===== config.mk =====
export PLATFORM = sky130hd
export DESIGN_NAME = dma_controller
export DESIGN_NICKNAME = d
export VERILOG_FILES = /design/src/rtl/dma_controller.sv
export SDC_FILE = /design/constraint.sdc
export NUM_CORES = 1
export LEC_CHECK = 0
export CAP_MARGIN = 20
export CORE_UTILIZATION = 30
export CTS_CLUSTER_SIZE = 14
export DETAILED_ROUTE_END_ITERATION = 8
export PLACE_DENSITY_LB_ADDON = 0.1
export SYNTH_ARGS = -nofsm -noshare
export SYNTH_HDL_FRONTEND = slang
export SYNTH_SLANG_ARGS = --single-unit
export TNS_END_PERCENT = 5

===== constraint.sdc =====
create_clock -name clk -period 1.9 [get_ports clk]
set_input_delay 0.19 -clock clk [delete_from_list [all_inputs] [get_ports clk]]
set_output_delay 0.19 -clock clk [all_outputs]
set_load 0.005 [all_outputs]

===== src/rtl/dma_controller.sv =====
// DMA engine: latches the device interrupt for the CPU, then on command arbitrates
// for the bus and copies NUM_BLOCKS device blocks to consecutive memory addresses.
module dma_controller #(
  parameter int WORD_SIZE   = 16,
  parameter int BLOCK_WORDS = 4,
  parameter int NUM_BLOCKS  = 3
) (
  input  logic                             clk,
  input  logic                             reset,
  input  logic                             dev_interrupt,
  output logic [1:0]                       dev_offset,
  input  logic [BLOCK_WORDS*WORD_SIZE-1:0] dev_data,
  output logic                             cpu_irq,
  input  logic                             cmd_valid,
  input  logic [WORD_SIZE-1:0]             cmd_addr,
  output logic                             br,
  input  logic                             bg,
  output logic                             mem_write,
  output logic [WORD_SIZE-1:0]             mem_addr,
  output logic [BLOCK_WORDS*WORD_SIZE-1:0] mem_data,
  input  logic                             mem_ready,
  output logic                             busy,
  output logic                             done
);

  localparam logic [1:0] LAST_BLK = 2'(NUM_BLOCKS - 1);

  typedef enum logic [2:0] {IDLE, REQ, FETCH, WRITE, DONE} state_t;

  state_t               state, state_nxt;
  logic [1:0]           blk, blk_nxt;
  logic [WORD_SIZE-1:0] base;
  logic                 irq_prev;
  logic [WORD_SIZE-1:0] blk_addr;
  logic                 accept;

  assign accept   = (state == IDLE) && cmd_valid;
  assign busy     = (state != IDLE);
  // Wraps modulo 2^WORD_SIZE by construction of the sum width.
  assign blk_addr = base + WORD_SIZE'(blk) * WORD_SIZE'(BLOCK_WORDS);

  always_comb begin
    state_nxt = state;
    blk_nxt   = blk;
    unique case (state)
      IDLE: begin
        if (cmd_valid) begin
          blk_nxt   = '0;
          state_nxt = REQ;
        end
      end
      REQ: begin
        if (bg) state_nxt = FETCH;
      end
      FETCH: begin
        state_nxt = bg ? WRITE : REQ;
      end
      WRITE: begin
        // Losing the grant takes priority over a simultaneous mem_ready.
        if (!bg) begin
          state_nxt = REQ;
        end else if (mem_ready) begin
          if (blk == LAST_BLK) begin
            state_nxt = DONE;
          end else begin
            blk_nxt   = blk + 2'd1;
            state_nxt = FETCH;
          end
        end
      end
      DONE: begin
        state_nxt = IDLE;
      end
      default: begin
        state_nxt = IDLE;
      end
    endcase
  end

  always_ff @(posedge clk) begin
    if (reset) begin
      state <= IDLE;
      blk   <= '0;
    end else begin
      state <= state_nxt;
      blk   <= blk_nxt;
    end
  end

  always_ff @(posedge clk) begin
    if (accept) base <= cmd_addr;
  end

  // Registered outputs are decoded from the next state so they align with it.
  always_ff @(posedge clk) begin
    if (reset) begin
      irq_prev   <= dev_interrupt;
      cpu_irq    <= 1'b0;
      br         <= 1'b0;
      mem_write  <= 1'b0;
      done       <= 1'b0;
      dev_offset <= '0;
      mem_addr   <= '0;
      mem_data   <= '0;
    end else begin
      irq_prev <= dev_interrupt;
      if (dev_interrupt && !irq_prev) begin
        cpu_irq <= 1'b1;
      end else if (accept) begin
        cpu_irq <= 1'b0;
      end
      br        <= (state_nxt == REQ) || (state_nxt == FETCH) || (state_nxt == WRITE);
      mem_write <= (state_nxt == WRITE);
      done      <= (state_nxt == DONE);
      if (state_nxt == FETCH) dev_offset <= blk_nxt;
      if ((state == FETCH) && (state_nxt == WRITE)) begin
        mem_data <= dev_data;
        mem_addr <= blk_addr;
      end
    end
  end

endmodule


* After elaboration in Yosys (flattened, before gate mapping)
Index checks and enable logic that the tools add are counted.
** Storage, ports and cells
- Flip-flop bits (word level) :: 108
- Latch bits :: 0
- Memory bits (writable) :: 0
- Memory bits (read-only) :: 0
- Input bits :: 86
- Output and inout bits :: 87
- Word-level logic and storage cells :: 44
- Memories kept :: 0
** Cells by class
- Add/subtract/negate cells :: 2
- Multipliers :: 0
- Div/mod/pow operators :: 0
- Order comparisons :: 0
- Equal/unequal tests :: 8
- Shifts and indexed selects :: 0
- Multiplexer cells :: 14
- Bitwise logic cells :: 0
- Reduce and logical (&&, ||, !) cells :: 9
** Operators with widths (number)
- adder 16 x 4 -> 16 bit :: 1
- two-way mux 3 bit :: 5
- == test 3 x 2 -> 1 bit, second input constant :: 4
- case mux 3 bit (4 select lines) :: 1
- two-way mux 2 bit :: 5
- == test 3 x 1 -> 1 bit, second input constant :: 2
- case mux 2 bit (2 select lines) :: 1
- == test 3 bit, second input constant :: 1
- logical AND 1 bit :: 3
- zero test 3 bit :: 1
- nonzero test 3 bit :: 1
- adder 2 x 1 -> 2 bit, second input constant :: 1
- == test 2 bit, second input constant :: 1
- logical OR 1 bit :: 2
- two-way mux 1 bit :: 2
- nonzero test 2 bit :: 1
- zero test 1 bit :: 1

* Longest topological paths before layout
- Depth in word-level cells :: 8
- Gate-level depth with buffers :: 7
- Depth with buffers taken out :: 6

* Worst setup path after synthesis
OpenSTA, ideal clock, no wires.
- Kind :: register to register
- From :: register state[0]
- To :: register dev_offset[1]
- Library setup time :: 0.136 ns
- Arrival time :: 1.844 ns
- Slack :: -0.079 ns
- Stages on the path, launching flop included :: 5
- Buffers on the path :: 0
- Path through :: dfxtp_1 nor4b_2 nor2_1 mux2i_1 a211oi_1
** Between the ends
- Word-level cells in the longest chain between the ends :: 4
- Elaborated cells on any way between the ends :: 11
- Classes of those cells :: eq/ne: 4; mux: 6; reduce/logical: 1
** Ends and longest elaborated chain
- from (decl) :: RTL line 30 : state_t state, state_nxt;
- from (signal assigned) :: RTL line 85 : state <= state_nxt;
- two-way mux 3 bit :: RTL line 62 : end else if (mem_ready) begin
- two-way mux 3 bit :: RTL line 60 : if (!bg) begin
- case mux 3 bit (4 select lines) :: RTL line 45 : unique case (state)
- == test 3 x 2 -> 1 bit :: RTL line 115 : if (state_nxt == FETCH) dev_offset <= blk_nxt;
- to (signal assigned) :: RTL line 115
- to (decl) :: RTL line 11 : output logic [1:0] dev_offset,
Parallel ways exist; a longest one is shown, timed or not.
A chain may end at the register's enable or synchronous reset.

* Worst setup path in the final report
- From :: register state[0]
- To :: output busy
** Between the ends
- Word-level cells in the longest chain between the ends :: 1
** Ends and longest elaborated chain
- nonzero test 3 bit :: RTL line 38 : assign busy = (state != IDLE);
- to (decl) :: RTL line 22 : output logic busy,
No other way between the ends.

==> impl_metrics.tcl <==
set metrics [dict create \
    outcome "finished clean" \
    multi_input_comb_area_mm2 0.00155 \
    synth_cell_type_count 32 \
    ys.warnings.count 0 \
    core_area_mm2 0.0128 \
    rsz0062_at_grt "no" \
    dp_hpwl_um 7550 \
    wl_per_cell_um 13.4 \
    r2r_end "mem_addr[14]$_SDFFE_PP0P_" \
    grt_overflow 0 \
    synth_top_cell_by_area "dfxtp_1" \
    clk_latency_ps 350 \
    post-cts-setup-buffers 0 \
    final_antenna_net_count 0 \
    dieWidth_um 117 \
    path_cells "or3_1 -> clkdlybuf4s50_1" \
    p_switching_mw 1.03 \
    hold_start "reset" \
    period_minus_slack_ps 1810 \
    pwr-share-clk_pct 39.6 \
    die_height_um 117 \
    antenna_found_initial 0 \
    synth-edff-count 16 \
    pwr-share-seq_pct 50.9 \
    holdBufCountCts 0 \
    finalClockSkew_ps 6.40 \
    cts.sinks 108 \
    crit_cells 2 \
    io_buffers 172 \
    postSynthCellCount 441 \
    dieArea_mm2 0.0138 \
    synth_flop_cell "dfxtp_1" \
    p_int_mw 3.75 \
    p_leak_nw 2.07 \
    diodes 0 \
    rr_worst_depth 6 \
    numCtsBuffers 9 \
    synthTopCellsByArea "dfxtp_1 (46%), nand2_1 (13%), edfxtp_1 (12%)" \
    cp_num_buf_inv 1 \
    nets 698 \
    start_kind "flip-flop" \
    wl_met1_um 4770 \
    finalSetupViolCount 0 \
    power_density_mw_per_mm2 764 \
    synth_async_sr_flop_share_pct 0 \
    switching_share_pct 21.6 \
    drive_gt1_share_pct 6.21 \
    initial_utilization_pct 31.2 \
    hold_violations 0 \
    tns_ps 0 \
    routed_wl_um 10500 \
    critPathMaxStageDelay_ps 450 \
    crit_family "buffers and inverters" \
    ys_ff_latch 108 \
    syn_avg_cell_area_um2 9.07 \
    fill_cells 1240 \
    ys_seq_area_share_pct 58.1 \
    max_freq_mhz 552 \
    crit_end "busy" \
    grt_pass1_wl_um 16900 \
    maxUsedRoutingLayer "met4" \
    drv_slew 0 \
    cts_max_level 3 \
    worstPathMaxFanout 8 \
    syn_nets 532 \
    place_area_mm2 0.00595 \
    cp_slowest_cell "clkdlybuf4s50_1" \
    placed_cells 768 \
    slew_headroom_pct 64.1 \
    cp.arrival_ps 1620 \
    peakVddDrop_v 0.000408 \
    place_congestion 0.759 \
    path_class "flip-flop to output port" \
    layoutNonFillerInstCount 784 \
    firstDrtPassIters 4 \
    clock_path_buffers 2 \
    min_period_over_period_pct 95.3 \
    dr_wl_met3_um 512 \
    maxCapViolCount 0 \
    area_growth_syn_to_layout_pct 56.6 \
    hold_class "primary input to flip-flop" \
    placementRows 41 \
    yosysTopAreaCellShare_pct 46.1 \
    ctsRootBufferMaster "clkbuf_16" \
    first_global_vias 3305 \
    grt_max_degree 46 \
    final_core_util_pct 48.8 \
    yosysMostFrequentCell "nand2_1" \
    num_vias 3510 \
    final_area_mm2 0.00626 \
    vias_per_cell 4.48 \
    cts_tree "done" \
    clk_pin_slew_ps 70 \
    met2_wirelength_um 4950 \
    pwr-share-comb_pct 9.5 \
    synth_commonest_cells "nand2_1 (143), dfxtp_1 (92), a21oi_1 (72), nor2_1 (24), edfxtp_1 (16)" \
    startpoint "state[0]$_SDFF_PP0_" \
    seqCellArea_mm2 0.00232 \
    netlist_area_mm2 0.00400 \
    drt_iter0_markers 214 \
    rr_startpoint "blk[0]$_SDFF_PP0_" \
    cts_resized 0 \
    worstPathRequired_ps 1710 \
    io_pins 173 \
    drcViolationCount 0 \
    rrSetupSlack_ps 230 \
    end_kind "output port" \
    track_usage_pct 15.6 \
    tightest_slew_ps 538 \
]
==> cells by family (layout without fill, tap and decap cells) <==
group / after synthesis / in the layout / synth area share [%]
simple gates: 194 / 194 / 21.0
flops: 108 / 108 / 58.1
compound gates: 88 / 88 / 12.4
buf+inv: 32 / 203 / 3.63
xor+xnor: 12 / 12 / 2.63
fa+ha+maj: 5 / 5 / 1.75
mux: 2 / 2 / 0.501
==> cells in the final DEF, fill, tap and decap left out, types with 4 or more instances in the layout <==
cell type / n
buf_4: 7
buf_12: 4
edfxtp_1: 16
clkbuf_16: 10
ha_1: 4
a21oi_1: 72
nand2_1: 143
inv_1: 4
nor2_1: 23
nor3_1: 4
dfxtp_1: 92
xnor2_1: 12
a211oi_1: 11
clkdlybuf4s50_1: 171
==> worst min path at each step <==
stage / to / slack, ps / cells after the start
after detailed placement: mem_data[39]$_SDFFE_PP0P_ / 450 / 2
after global routing: done$_SDFF_PP0_ / 340 / 2
after global placement: mem_addr[1]$_SDFFE_PP0P_ / 440 / 2
after floorplan: irq_prev$_DFF_P_ / 220 / 0
final: state[2]$_SDFF_PP0_ / 310 / 2
after CTS: state[2]$_SDFF_PP0_ / 300 / 2
==> final cells by class <==
class,count,area share [%]
clock buffer,14,4.72
timing repair buffer,183,29.5
tap,172,3.44
sequential,108,37.1
inverter,4,0.240
multi-input combinational,301,24.8
clock inverter,2,0.220
==> sequential cells by signal, summed over array words and instances (netlist names) <==
| signal | flops |
|---|---|
| mem_write | 1 |
| done | 1 |
| state | 3 |
| mem_data | 64 |
| irq_prev | 1 |
| dev_offset | 2 |
| base | 16 |
| cpu_irq | 1 |
| blk | 2 |
| br | 1 |
| mem_addr | 16 |
==> power by group through the flow <==
stage / Combinational, mW / Clock (mW) / Sequential [mW]
floorplan: 0.150 / 0 / 2.48
global placement: 0.459 / 0 / 2.48
detailed placement: 0.460 / 0 / 2.49
CTS: 0.462 / 1.97 / 2.43
global route: 0.495 / 2.06 / 2.44
finish: 0.456 / 1.89 / 2.43
==> metal layers <==
metal / track usage (%) / up-vias
li1: - / 1792
met1: 19.2 / 1590
met2: 25.6 / 112
met5: 0 / -
met4: 8.01 / 0
met3: 3.44 / 16
==> metrics by stage <==
stage / hold slack (ps) / setup WS, ps / power (mW)
3_3_place_gp: 442 / 145 / 2.94
6_report: 310 / 90.0 / 4.78
4_1_cts: 295 / 65.8 / 4.87
5_1_grt: 336 / 34.8 / 4.99
2_1_floorplan: 218 / 253 / 2.63
3_5_place_dp: 446 / 114 / 2.95
(Power assumes the default switching activity.)
